==> src/rtl/button_conditioner_pkg.sv <==
// ============================================================================
// button_conditioner_pkg : channel FSM state codes and default timing values.
// Revision 1.0
// ============================================================================
`default_nettype none
`timescale 1ns/1ps

package button_conditioner_pkg;

  localparam logic [1:0] IDLE         = 2'd0;
  localparam logic [1:0] PRESS_WAIT   = 2'd1;
  localparam logic [1:0] HELD         = 2'd2;
  localparam logic [1:0] RELEASE_WAIT = 2'd3;

  // 1 ms debounce, 0.5 s first repeat, 0.2 s repeat period at 50 MHz
  localparam int DEF_N_CH          = 4;
  localparam int DEF_DEBOUNCE_CYC  = 50000;
  localparam int DEF_REPEAT_DELAY  = 25000000;
  localparam int DEF_REPEAT_PERIOD = 10000000;
  localparam int DEF_CNT_W         = 26;

  function automatic longint max3(input longint a, input longint b, input longint c);
    longint m;
    m = (a > b) ? a : b;
    return (m > c) ? m : c;
  endfunction

endpackage

`default_nettype wire

==> src/rtl/debounce_channel.sv <==
// ============================================================================
// debounce_channel : synchroniser, debounce FSM and level/pulse/toggle outputs
// for one input. Auto-repeat is built when BUTTON_CONDITIONER_REPEAT_EN is set.
// Revision 1.0
// ============================================================================
`default_nettype none
`timescale 1ns/1ps

module debounce_channel
  import button_conditioner_pkg::*;
#(
  parameter int DEBOUNCE_CYC  = DEF_DEBOUNCE_CYC,
  parameter int REPEAT_DELAY  = DEF_REPEAT_DELAY,
  parameter int REPEAT_PERIOD = DEF_REPEAT_PERIOD,
  parameter int CNT_W         = DEF_CNT_W
) (
  input  logic clock,
  input  logic reset,
  input  logic btn_in,
  output logic level,
  output logic press,
  output logic release_pulse,
  output logic toggle
);

  localparam logic [CNT_W-1:0] DEB_LAST = CNT_W'(DEBOUNCE_CYC - 1);

  if ((64'd1 << CNT_W) <= max3(DEBOUNCE_CYC, REPEAT_DELAY, REPEAT_PERIOD)) begin : g_bad_cnt_w
    $error("CNT_W too narrow for the configured cycle counts");
  end

  logic             sync_meta;
  logic             sync;
  logic [1:0]       state;
  logic [CNT_W-1:0] count;
  logic             repeat_fire;

  always_ff @(posedge clock or posedge reset) begin
    if (reset) begin
      sync_meta <= 1'b0;
      sync      <= 1'b0;
    end else begin
      sync_meta <= btn_in;
      sync      <= sync_meta;
    end
  end

`ifdef BUTTON_CONDITIONER_REPEAT_EN
  logic [CNT_W-1:0] rep_count;
  logic             rep_started;

  // The first repeat waits REPEAT_DELAY, later ones REPEAT_PERIOD
  assign repeat_fire = (state == HELD) && sync &&
                       (rep_started ? (rep_count == CNT_W'(REPEAT_PERIOD - 1))
                                    : (rep_count == CNT_W'(REPEAT_DELAY - 1)));

  always_ff @(posedge clock or posedge reset) begin
    if (reset) begin
      rep_count   <= '0;
      rep_started <= 1'b0;
    end else if (state != HELD || !sync) begin
      rep_count   <= '0;
      rep_started <= 1'b0;
    end else if (repeat_fire) begin
      rep_count   <= '0;
      rep_started <= 1'b1;
    end else begin
      rep_count   <= rep_count + CNT_W'(1);
    end
  end
`else
  assign repeat_fire = 1'b0;
`endif

  always_ff @(posedge clock or posedge reset) begin
    if (reset) begin
      state         <= IDLE;
      count         <= '0;
      level         <= 1'b0;
      press         <= 1'b0;
      release_pulse <= 1'b0;
      toggle        <= 1'b0;
    end else begin
      press         <= repeat_fire;
      release_pulse <= 1'b0;
      case (state)
        IDLE: begin
          if (sync) begin
            state <= PRESS_WAIT;
            count <= '0;
          end
        end
        PRESS_WAIT: begin
          if (!sync) begin
            state <= IDLE;
            count <= '0;
          end else if (count == DEB_LAST) begin
            state  <= HELD;
            level  <= 1'b1;
            press  <= 1'b1;
            toggle <= ~toggle;
          end else begin
            count <= count + CNT_W'(1);
          end
        end
        HELD: begin
          if (!sync) begin
            state <= RELEASE_WAIT;
            count <= '0;
          end
        end
        RELEASE_WAIT: begin
          if (sync) begin
            state <= HELD;
          end else if (count == DEB_LAST) begin
            state         <= IDLE;
            level         <= 1'b0;
            release_pulse <= 1'b1;
          end else begin
            count <= count + CNT_W'(1);
          end
        end
        default: state <= IDLE;
      endcase
    end
  end

endmodule

`default_nettype wire

==> src/rtl/button_conditioner.sv <==
// ============================================================================
// button_conditioner : N_CH independent debounced button channels.
// Optional auto-repeat via macro BUTTON_CONDITIONER_REPEAT_EN.
// Revision 1.0
// ============================================================================
`default_nettype none
`timescale 1ns/1ps

module button_conditioner
  import button_conditioner_pkg::*;
#(
  parameter int N_CH          = DEF_N_CH,
  parameter int DEBOUNCE_CYC  = DEF_DEBOUNCE_CYC,
  parameter int REPEAT_DELAY  = DEF_REPEAT_DELAY,
  parameter int REPEAT_PERIOD = DEF_REPEAT_PERIOD,
  parameter int CNT_W         = DEF_CNT_W
) (
  input  logic            clock,
  input  logic            reset,
  input  logic [N_CH-1:0] btn_in,
  output logic [N_CH-1:0] level,
  output logic [N_CH-1:0] press,
  // "release" is a reserved word, hence the suffix
  output logic [N_CH-1:0] release_pulse,
  output logic [N_CH-1:0] toggle
);

  for (genvar i = 0; i < N_CH; i++) begin : g_ch
    debounce_channel #(
      .DEBOUNCE_CYC (DEBOUNCE_CYC),
      .REPEAT_DELAY (REPEAT_DELAY),
      .REPEAT_PERIOD(REPEAT_PERIOD),
      .CNT_W        (CNT_W)
    ) u_channel (
      .clock        (clock),
      .reset        (reset),
      .btn_in       (btn_in[i]),
      .level        (level[i]),
      .press        (press[i]),
      .release_pulse(release_pulse[i]),
      .toggle       (toggle[i])
    );
  end

endmodule

`default_nettype wire

==> config.mk <==
export PLATFORM = sky130hd
export DESIGN_NAME = button_conditioner
export DESIGN_NICKNAME = d
export VERILOG_FILES = /design/src/rtl/button_conditioner_pkg.sv /design/src/rtl/debounce_channel.sv /design/src/rtl/button_conditioner.sv
export SDC_FILE = /design/constraint.sdc
export NUM_CORES = 1
export LEC_CHECK = 0
export ABC_CLOCK_PERIOD_IN_PS = 7500
export BUFFER_PORTS_ARGS = -buffer_cell sky130_fd_sc_hd__buf_2
export CORE_AREA = 4 4 169 171
export DETAILED_ROUTE_END_ITERATION = 6
export DIE_AREA = 0 0 173 175
export GPL_TIMING_DRIVEN = 0
export SLEW_MARGIN = 20
export SYNTH_ARGS = -nofsm -noshare
export SYNTH_HDL_FRONTEND = slang
export SYNTH_SLANG_ARGS = --single-unit
export TNS_END_PERCENT = 30
==> constraint.sdc <==
create_clock -name clock -period 7.5 [get_ports clock]
set_input_delay 1.5 -clock clock [delete_from_list [all_inputs] [get_ports clock]]
set_output_delay 1.5 -clock clock [all_outputs]
set_load 0.1 [all_outputs]
Word-level counts from Yosys, hierarchy flattened
Cells that the tools add are included.
- bits in registers: 136
- output and inout port bits: 16
- $add $sub $neg: 4
- equality and inequality tests: 48
- muxes and demuxes: 92
- bitwise operators: 4
- reduce and logical (&&, ||, !) cells: 24
- operators by type and width (operator ; count):
    two-way mux 26 bit ; 20
    one-hot mux 26 bit (4 select lines) ; 4
    adder 26 x 1 -> 26 bit (second input constant) ; 4
    equality test 26 x 16 -> 1 bit (second input constant) ; 4
    two-way mux 2 bit ; 24
    two-way mux 1 bit ; 36
    inequality test 2 x 1 -> 1 bit (second input constant) ; 16
    one-hot mux 2 bit (4 select lines) ; 4
    AND reduction 3 bit ; 8
    AND reduction 5 bit ; 4
    equality test 2 bit (second input constant) ; 8
    inequality test 2 bit (second input constant) ; 8
    AND reduction 4 bit ; 4
    inequality test 3 x 1 -> 1 bit (second input constant) ; 4
    inequality test 3 bit (second input constant) ; 4
    equality test 2 x 1 -> 1 bit (second input constant) ; 4
    zero test 2 bit ; 4
    one-hot mux 1 bit (2 select lines) ; 4
    nonzero test 2 bit ; 4
    NOT 1 bit ; 4

Longest topological paths before layout
Gate-level depths: netlist (run 1).
- depth after elaboration: 4
- depth in mapped cells: 8

Cells and area by module
From an unflattened synthesis (run 1), not the netlist that was laid out.
- cell total of the unflattened synthesis: 790
- area total of the unflattened synthesis: 7706.1 um^2
- by module, submodules not included (module ; times used ; cells each ; area an instance (um^2) ; seq. area each (um^2)):
    debounce_channel at g_ch[0].u_channel ... ; 3 ; 191 ; 1883.1 ; 850.8
    debounce_channel at g_ch[3].u_channel ; 1 ; 217 ; 2057.0 ; 850.8

Worst setup path after synthesis (run 1)
Ideal clock, no wire load.
- path type: reg-to-output
- start: register g_ch[2].u_channel.level
- end: output level[2]
- arrival time: 0.623 ns
- data required time: 6.000 ns
- setup slack: 5.377 ns
- cell stages (with the launch flop): 2
- path buffers: 1
- cells stage by stage: dfrtp_1 -> buf_4
- RTL lines (what ; RTL line ; RTL):
    start, declared ; debounce_channel.sv:20 ; output logic level,
    start signal, assigned ; debounce_channel.sv:79 ; level <= 1'b0;
    start signal, assigned ; debounce_channel.sv:99 ; level <= 1'b1;
    start signal, assigned ; debounce_channel.sv:117 ; level <= 1'b0;
    end, declared ; button_conditioner.sv:21 ; output logic [N_CH-1:0] level,
No word-level cell between the ends.

Worst setup path after layout (run 1)
- start: register g_ch[0].u_channel.toggle
- end: output toggle[0]
- RTL lines (what ; RTL line ; RTL):
    start, declared ; debounce_channel.sv:23 ; output logic toggle
    start signal, assigned ; debounce_channel.sv:101 ; toggle <= ~toggle;
    end, declared ; button_conditioner.sv:25 ; output logic [N_CH-1:0] toggle
No word-level cell between the ends.

==> impl_metrics.env, run 1 <==
export IMPL_diodes=0
export IMPL_grt_overflow_total=0
export IMPL_r2r_end="g_ch[3].u_channel.count[4]"
export IMPL_synth_nets=814
export IMPL_clockBufferDepth=2
export IMPL_min_delay_worst_endpoint="g_ch[0].u_channel.sync"
export IMPL_cts_max_level=4
export IMPL_cp_slowest_stage_delay_ns=0.41
export IMPL_drive_gt1_share_pct=14.3
export IMPL_startpoint_type="flop"
export IMPL_ant_nets=0
export IMPL_hold_start="g_ch[0].u_channel.sync_meta"
export IMPL_synth_edf_count=0
export IMPL_netlist_area_sq_um=7490
export IMPL_ys_warn_count=0
export IMPL_num_nets_final=855
export IMPL_ir_drop_uv=113
export IMPL_core_sq_um=26900
export IMPL_fin_util_pct=32.1
export IMPL_reg2reg_depth=7
export IMPL_dp_hpwl_um=11300
export IMPL_cts_hold_buf=0
export IMPL_fin_tns_setup_ns=0
export IMPL_combPwrFrac_pct=6.1
export IMPL_die_area_sq_um=30300
export IMPL_max_slew_margin_pct=28.5
export IMPL_io_buffers=21
export IMPL_ys_types=65
export IMPL_synth_top_family_by_area="simple AND/OR/NAND/NOR gates"
export IMPL_drt_initial_drc_count=519
export IMPL_post_cts_buffers=0
export IMPL_track_usage_pct=11.6
export IMPL_crit_slowest_cell="buf_2"
export IMPL_synth_xor_area_share_pct=4.45
export IMPL_worst_pin_slew_ns=1.06
export IMPL_routed_wl_um=16900
export IMPL_fin_worst_skew_ns=0.0113
export IMPL_cp_arrival_ns=1.34
export IMPL_routed_via_density=5.20
export IMPL_grt_antenna_before_repair=0
export IMPL_place_area_sq_um=8050
export IMPL_die_y_um=175
export IMPL_holdPathStages=0
export IMPL_power_share_switching_pct=26.3
export IMPL_finalPower_mw=1.66
export IMPL_die_w_um=173
export IMPL_slew_viol_final=0
export IMPL_maxCapViolations=0
export IMPL_wl_per_cell_um=14.1
export IMPL_clkSlewWorstSetupHoldPaths_ns=0.07
export IMPL_async_flop_share_pct=100
export IMPL_switchingPower_mw=0.437
export IMPL_design_area_sq_um=8620
export IMPL_worst_hold_path_type="reg -> reg"
export IMPL_cts_buffers=17
export IMPL_routabilityCongestion=0.788
export IMPL_drt_first_pass_iters=5
export IMPL_synth_compound_area_share_pct=15.8
export IMPL_grt_pass1_wl_um=30100
export IMPL_ys_seq_elements=136
export IMPL_drc=0
export IMPL_crit_path_max_fanout=2
export IMPL_cellPowerDensity_nw_per_um2=193
export IMPL_synth_fa_ha_area_share_pct=0.802
export IMPL_clkLatencyLatePin_ns=0.43
export IMPL_final_hold_viol_count=0
export IMPL_synthCells=804
export IMPL_stdcell_count=1199
export IMPL_required_ns=6.00
export IMPL_synthSimpleGateAreaFrac_pct=27.5
export IMPL_status="complete, no violations"
export IMPL_ioPinCount=22
export IMPL_reg2reg_from="g_ch[3].u_channel.count[12]"
export IMPL_muxShareOfSynthArea_pct=0.551
export IMPL_path_class="reg -> out"
export IMPL_cts_sinks=136
export IMPL_placedCellCount=1167
export IMPL_p_leak_nw=3.59
export IMPL_rsz0062_at_grt="false"
export IMPL_rows=60
export IMPL_cts_root_buffer_cell="clkbuf_16"
export IMPL_area_growth_pct=15.1
export IMPL_cts_tree="yes"
export IMPL_seq_power_share_pct=45.7
export IMPL_avgSynthCellArea_sq_um=9.31
export IMPL_grt_max_degree=102
export IMPL_synthFlopType="dfrtp_1"
export IMPL_worstPathCellList="buf_4 > buf_2"
export IMPL_initial_core_util_pct=27.9
export IMPL_finalCriticalPeriod_ns=2.84
export IMPL_num_vias=6235
export IMPL_grt_pass1_vias=6100
export IMPL_setup_violations_final=0
export IMPL_power_internal_mw=1.22
export IMPL_cts_resized_gates=0
export IMPL_synth_seq_area_share_pct=45.5
export IMPL_fmax_mhz=353
export IMPL_cp_end_kind="output pin"
export IMPL_r2r_setup_slack_ns=5.15
export IMPL_min_period_over_period_pct=37.8
export IMPL_clkPwrFrac_pct=48.2
[per-layer routing]
metal	up-vias	track usage (%)	share of wire, %
li1	3086	-	-
met1	3023	15.7	49
met2	105	18.4	46
met3	21	2.79	3.6
met4	0	3.86	1.7
met5	-	0	0
[Yosys cell counts (17+ instances only)]
cell type	number	area, sq um
inv_1	19	71.3
and3_1	19	119
xor2_1	31	272
or4_1	28	210
buf_4	17	128
o31ai_1	22	165
o21ai_0	40	200
dfrtp_1	136	3400
a21oi_1	45	225
nand2_1	73	274
clkbuf_1	18	67.6
a31oi_1	20	125
nor3_1	18	90.1
nand3_1	38	190
nand4_1	41	257
nor2_1	63	236
[worst max-delay path: cells and delay by family, from the launching register on]
| family | cells | cell delay [ns] |
|---|---|---|
| buffers and inverters | 2 | 0.53 |
| flip-flops | 1 | 0.38 |
[placed cells by master (no fill, tap or decap), drive strengths merged, types with 4 or more instances in the layout]
| master | count |
|---|---|
| a21o | 6 |
| a21oi | 52 |
| a31oi | 20 |
| a41o | 5 |
| and2 | 11 |
| and3 | 19 |
| and4 | 12 |
| buf | 53 |
| clkbuf | 38 |
| clkinvlp | 5 |
| dfrtp | 136 |
| ha | 4 |
| inv | 24 |
| nand2 | 73 |
| nand2b | 4 |
| nand3 | 38 |
| nand4 | 41 |
| nor2 | 63 |
| nor3 | 20 |
| nor4 | 15 |
| nor4b | 5 |
| o211ai | 5 |
| o21a | 4 |
| o21ai | 55 |
| o31ai | 22 |
| or3 | 20 |
| or4 | 36 |
| xnor2 | 7 |
| xor2 | 31 |
[area by class of cell]
type	instances	area (sq um)
inverters	19	78.8
clock buffers	19	453
fillers	2769	18300
repair buffers	22	133
well taps	341	427
flip-flops and latches	136	3400
multi-input cells	599	3680
clock inverters	13	110
plain buffers	50	337
[registers in the layout, summed over array words and instances (netlist names), named ones only]
| signal | cells |
|---|---|
| g_ch.u_channel.sync | 4 |
| g_ch.u_channel.press | 4 |
| g_ch.u_channel.state | 4 |
| g_ch.u_channel.release_pulse | 4 |
| g_ch.u_channel.count | 104 |
| g_ch.u_channel.level | 4 |
| g_ch.u_channel.toggle | 4 |
| g_ch.u_channel.sync_meta | 4 |
[cell families after synthesis]
| group | count (synthesis) |
|---|---|
| flip-flops | 136 |
| multiplexers | 4 |
| AO/OA/AOI/OAI | 184 |
| adder cells (fa/ha/maj) | 5 |
| AND/OR/NAND/NOR | 368 |
| XOR/XNOR | 38 |
| buffers and inverters | 69 |
[power by group through the flow]
stage | logic (mW) | clock network [mW] | registers [mW]
floorplan | 0.0750 | 0 | 0.769
global placement | 0.101 | 0 | 0.772
detailed placement | 0.104 | 0 | 0.772
CTS | 0.105 | 0.823 | 0.758
global route | 0.117 | 0.856 | 0.761
finish | 0.102 | 0.801 | 0.759
[worst max path at each step]
stage | startpoint | end | slack (ns) | cells past startpoint
global route | g_ch[1].u_channel.level | level[1] | 4.60 | 2
floorplan | reset | async pin | 2.36 | 1
detailed placement | g_ch[0].u_channel.toggle | toggle[0] | 5.11 | 2
global placement | reset | g_ch[0].u_channel.level | 0.47 | 2
finish | g_ch[0].u_channel.toggle | toggle[0] | 4.66 | 2
CTS | g_ch[1].u_channel.level | level[1] | 4.64 | 2
[per-stage QoR]
| stage | hold WS [ns] | setup slack (ns) |
|---|---|---|
| 2_1_floorplan | 0.331 | 2.36 |
| 3_3_place_gp | 0.333 | 0.472 |
| 3_5_place_dp | 0.336 | 5.11 |
| 4_1_cts | 0.348 | 4.64 |
| 5_1_grt | 0.347 | 4.60 |
| 6_report | 0.345 | 4.66 |
(Power assumes the default switching activity.)
==> run 2: changes to the inputs <==
ABC_AREA = 1   (was unset)
ABC_CLOCK_PERIOD_IN_PS = 2750   (was 7500)
CORE_AREA = 4 4 178 180   (was 4 4 169 171)
DIE_AREA = 0 0 182 184   (was 0 0 173 175)
clock period = 2.75 ns   (was 7.5 ns; I/O delays follow)
==> impl_metrics.env, run 2 <==
export IMPL_initial_core_util_pct=27.6
export IMPL_synth_seq_area_share_pct=40.8
export IMPL_die_w_um=182
export IMPL_routed_wl_um=20400
export IMPL_cellPowerDensity_nw_per_um2=524
export IMPL_synthFlopType="dfrtp_1"
export IMPL_io_buffers=21
export IMPL_worst_pin_slew_ns=0.566
export IMPL_cts_root_buffer_cell="clkbuf_16"
export IMPL_cp_slowest_stage_delay_ns=0.42
export IMPL_ir_drop_uv=455
export IMPL_r2r_setup_slack_ns=0.91
export IMPL_r2r_end="g_ch[1].u_channel.count[22]"
export IMPL_diodes=0
export IMPL_ys_types=48
export IMPL_drive_gt1_share_pct=11.5
export IMPL_finalCriticalPeriod_ns=1.93
export IMPL_crit_family="buffers and inverters"
export IMPL_final_hold_viol_count=0
export IMPL_post_cts_buffers=0
export IMPL_synth_commonest_cells="287 x nand2_1, 222 x nor2_1, 164 x inv_1"
export IMPL_fmax_mhz=518
export IMPL_ys_seq_elements=136
export IMPL_fillerInstances=3245
export IMPL_top_register="g_ch.u_channel.count"
export IMPL_synth_nets=1201
export IMPL_yosysTopAreaCellShare_pct=40.8
export IMPL_drc=0
export IMPL_grt_overflow_total=0
export IMPL_die_area_sq_um=33500
export IMPL_synthCells=1191
export IMPL_layout_cells_most_common="nand2_1"
export IMPL_ys_warn_count=0
export IMPL_ant_nets=0
export IMPL_track_usage_pct=12.7
export IMPL_area_growth_pct=15.5
export IMPL_synth_top_cell_by_area="dfrtp_1"
export IMPL_crit_path_max_fanout=2
export IMPL_rsz0062_at_grt="false"
export IMPL_drt_first_pass_iters=5
export IMPL_core_sq_um=30200
export IMPL_largest_register_ffs=104
export IMPL_reg2reg_from="g_ch[1].u_channel.count[0]"
export IMPL_avgSynthCellArea_sq_um=7.00
export IMPL_reg2reg_depth=8
export IMPL_status="complete, no violations"
export IMPL_clkLatencyLatePin_ns=0.42
export IMPL_finalPower_mw=5.04
export IMPL_wl_per_cell_um=12.4
export IMPL_crit_end="toggle[1]"
export IMPL_worstPathCellList="buf_4 > buf_2"
export IMPL_routed_via_density=4.61
export IMPL_async_flop_share_pct=100
export IMPL_ys_top_cells_by_area="dfrtp_1 41%, nand2_1 13%, nor2_1 10%, inv_1 7.4%, nand3_1 4.1%"
export IMPL_drt_initial_drc_count=602
export IMPL_netlist_area_sq_um=8330
export IMPL_ff_latch_area_sq_um=3400
export IMPL_crit_slowest_cell="dfrtp_1"
export IMPL_clkSlewWorstSetupHoldPaths_ns=0.06
export IMPL_multi_input_area_sq_um=4030
export IMPL_cp_num_cells=2
export IMPL_num_nets_final=1246
export IMPL_min_period_over_period_pct=70.3
export IMPL_final_cell_mix="287 x nand2_1, 222 x nor2_1, 163 x inv_1"
export IMPL_dp_hpwl_um=15200
export IMPL_die_y_um=184
export IMPL_setup_violations_final=0
export IMPL_clockBufferDepth=2
export IMPL_cp_end_kind="output pin"
export IMPL_yosysMostFrequentCell="nand2_1"
export IMPL_fin_worst_skew_ns=0.00895
export IMPL_rows=64
export IMPL_grt_pass1_wl_um=35500
export IMPL_pre_cts_slack_ns=0.893
export IMPL_cts_buffers=17
export IMPL_grt_antenna_before_repair=0
export IMPL_grt_pass1_vias=7363
export IMPL_cp_arrival_ns=1.38
export IMPL_cts_resized_gates=0
export IMPL_routabilityCongestion=0.888
export IMPL_max_slew_margin_pct=62.2
export IMPL_ioPinCount=22
export IMPL_cts_tree="yes"
export IMPL_slew_viol_final=0
export IMPL_startpoint="g_ch[1].u_channel.toggle"
export IMPL_p_leak_nw=4.42
export IMPL_path_class="reg -> out"
export IMPL_worst_hold_path_type="in -> async"
export IMPL_num_vias=7571
export IMPL_cts_hold_buf=0
export IMPL_crit_buf_inv=2
export IMPL_cts_max_level=4
export IMPL_startpoint_type="flop"
export IMPL_worst_slack_ns=0.818
export IMPL_grt_max_degree=31
export IMPL_cts_sinks=136
export IMPL_required_ns=2.20
export IMPL_synth_edf_count=0
export IMPL_maxCapViolations=0
==> run 2: worst min-delay path by stage <==
stage | startpoint | endpoint
2_1_floorplan | g_ch[0].u_channel.sync_meta | g_ch[0].u_channel.sync
3_3_place_gp | g_ch[3].u_channel.sync_meta | g_ch[3].u_channel.sync
3_5_place_dp | g_ch[3].u_channel.sync_meta | g_ch[3].u_channel.sync
4_1_cts | reset | g_ch[1].u_channel.sync_meta
5_1_grt | btn_in[3] | g_ch[3].u_channel.sync_meta
6_report | reset | g_ch[2].u_channel.count[22]
==> run 2: report_power, final <==
group / switching, mW / internal [mW] / total [mW]
clock network: 0.916 / 1.31 / 2.23
logic: 0.490 / 0.207 / 0.697
registers: 0.0624 / 2.06 / 2.12
==> run 2: cell families after synthesis <==
kind of cell | share of synthesized area, %
xor gates and xnor gates | 1.26
and+or+nand+nor | 38.7
buffers and inverters | 10.8
adders and majority gates | 0.601
AOI/OAI and AO/OA | 7.78
DFF | 40.8
==> run 2: final cells by class <==
cell class	count	share of cell area, %
clock inverters	11	1.01
multi-input cells	850	41.9
repair buffers	26	2.37
flip-flops and latches	136	35.4
plain buffers	29	2.39
clock buffers	20	4.85
well taps	396	5.15
inverters	176	6.99
==> run 2: per-layer routing <==
layer | vias up | routed length, um | global-route usage (%)
met5 | - | 0 | 0
met4 | 0 | 294 | 3.57
met3 | 28 | 805 | 2.55
met2 | 149 | 9480 | 21.1
met1 | 3508 | 9780 | 16.9
li1 | 3886 | - | -
==> run 2: per-stage QoR <==
step	TNS [ns]	utilization (%)	cell area, sq um	hold slack, ns	instances
finish	0	31.9	9630	0.186	1644
global route	0	31.9	9630	0.214	1644
CTS	0	31.9	9630	0.204	1644
detailed placement	0	30.0	9060	0.338	1613
global placement	-81.23	29.6	8940	0.336	1608
floorplan	0	-	8340	0.331	1191
==> run 3: changes to the inputs <==
ABC_CLOCK_PERIOD_IN_PS = 2000   (was 2750)
clock period = 2 ns   (was 2.75 ns; I/O delays follow)
==> impl_metrics.env, run 3 (synthesis gave the netlist of run 2 again) <==
export IMPL_final_hold_viol_count=0
export IMPL_min_period_over_period_pct=92.5
export IMPL_grt_antenna_before_repair=0
export IMPL_fillerInstances=3242
export IMPL_p_leak_nw=4.42
export IMPL_ioPinCount=22
export IMPL_dp_hpwl_um=15200
export IMPL_fmax_mhz=540
export IMPL_track_usage_pct=12.7
export IMPL_reg2reg_depth=9
export IMPL_area_growth_pct=15.7
export IMPL_finalCriticalPeriod_ns=1.85
export IMPL_layout_cells_most_common="nand2_1"
export IMPL_r2r_end="g_ch[3].u_channel.count[13]"
export IMPL_worst_slack_ns=0.150
export IMPL_cp_arrival_ns=2.15
export IMPL_core_sq_um=30200
export IMPL_worst_hold_path_type="in -> async"
export IMPL_path_class="reg -> reg"
export IMPL_drt_first_pass_iters=5
export IMPL_clkSlewWorstSetupHoldPaths_ns=0.06
export IMPL_cp_end_kind="flop"
export IMPL_cts_root_buffer_cell="clkbuf_16"
export IMPL_die_area_sq_um=33500
export IMPL_largest_register_ffs=104
export IMPL_initial_core_util_pct=27.6
export IMPL_routed_wl_um=20500
export IMPL_clkLatencyLatePin_ns=0.42
export IMPL_die_y_um=184
export IMPL_cts_tree="yes"
export IMPL_rsz0062_at_grt="true"
export IMPL_grt_pass1_wl_um=35500
export IMPL_setup_violations_final=0
export IMPL_maxCapViolations=0
export IMPL_drc=0
export IMPL_startpoint_type="flop"
export IMPL_cts_buffers=17
export IMPL_routed_via_density=4.62
export IMPL_cts_sinks=136
export IMPL_stdcell_count=1644
export IMPL_die_w_um=182
export IMPL_clockBufferDepth=2
export IMPL_required_ns=2.30
export IMPL_cts_hold_buf=0
export IMPL_drt_initial_drc_count=584
export IMPL_max_slew_margin_pct=62.1
export IMPL_cts_resized_gates=0
export IMPL_pre_cts_slack_ns=0.176
export IMPL_routabilityCongestion=0.888
export IMPL_grt_overflow_total=0
export IMPL_io_buffers=21
export IMPL_num_vias=7594
export IMPL_finalPower_mw=6.93
export IMPL_reg2reg_from="g_ch[3].u_channel.count[0]"
export IMPL_post_cts_buffers=0
export IMPL_status="complete, no violations"
export IMPL_fin_worst_skew_ns=0.0107
export IMPL_num_nets_final=1246
export IMPL_drive_gt1_share_pct=11.7
export IMPL_slew_viol_final=0
export IMPL_wl_per_cell_um=12.4
export IMPL_cellPowerDensity_nw_per_um2=719
export IMPL_grt_pass1_vias=7363
export IMPL_placedCellCount=1613
export IMPL_ant_nets=0
export IMPL_rows=64
export IMPL_diodes=0
export IMPL_cts_max_level=4
export IMPL_crit_path_max_fanout=10
export IMPL_r2r_setup_slack_ns=0.15
export IMPL_worst_pin_slew_ns=0.568
export IMPL_grt_max_degree=31
export IMPL_ir_drop_uv=623
export IMPL_top_register="g_ch.u_channel.count"
export IMPL_final_cell_mix="287 x nand2_1, 221 x nor2_1, 163 x inv_1"
## run 3: cell counts in the layout (fill, tap and decap cells not counted)
No cell type changed its count.
## run 3: critical path, stage by stage (launching register included)
cell and delay (ns):
dfrtp_1 0.43, ha_1 0.21, nand3_2 0.14, nor2_1 0.20
nand3_2 0.27, nand2_4 0.14, buf_6 0.15, nor2_2 0.04
o21ai_2 0.11, nor2_1 0.04
## run 3: area by class of cell
type | count | area [sq um] | area share, %
Buffer | 29 | 230 | 2.39
Sequential cell | 136 | 3400 | 35.3
Tap cell | 396 | 495 | 5.14
Timing Repair Buffer | 26 | 228 | 2.36
Inverter | 176 | 673 | 6.98
Multi-Input combinational cell | 850 | 4050 | 42.0
Clock buffer | 20 | 467 | 4.84
Clock inverter | 11 | 97.6 | 1.01
## run 3: power breakdown
| group | internal (mW) | leakage, nW | switching (mW) |
|---|---|---|---|
| Clock | 1.80 | 0.270 | 1.26 |
| Combinational | 0.285 | 2.29 | 0.677 |
| Sequential | 2.83 | 1.86 | 0.0853 |
| Total | 4.91 | 4.42 | 2.02 |
## run 3: routing by layer
layer  track usage [%]  share of wire (%)  wire [um]
met1              16.9                 48       9790
met2              21.1                 47       9510
met3              2.55                4.2        863
met4              3.57                1.4        281
met5                 0                  0          0
## run 3: how the worst max path moves through the flow
| stage | start | cells past startpoint | to |
|---|---|---|---|
| final | g_ch[3].u_channel.count[0] | 9 | g_ch[3].u_channel.count[13] |
| after CTS | g_ch[1].u_channel.count[0] | 9 | g_ch[1].u_channel.count[14] |
| after floorplan | reset | 1 | async pin |
| after global routing | g_ch[1].u_channel.count[0] | 9 | g_ch[1].u_channel.count[22] |
| after global placement | reset | 2 | g_ch[0].u_channel.state[0] |
| after detailed placement | g_ch[3].u_channel.count[0] | 9 | g_ch[3].u_channel.count[13] |
## run 3: through the flow
step           hold WS (ns)  cell area, sq um  TNS (ns)  utilization, %
4_1_cts              0.0541              9630         0            31.9
5_1_grt              0.0644              9640  -0.00966            31.9
2_1_floorplan         0.331              8340    -12.67               -
3_5_place_dp          0.338              9060         0            30.0
3_3_place_gp          0.336              8940   -162.83            29.6
6_report             0.0370              9640         0            31.9
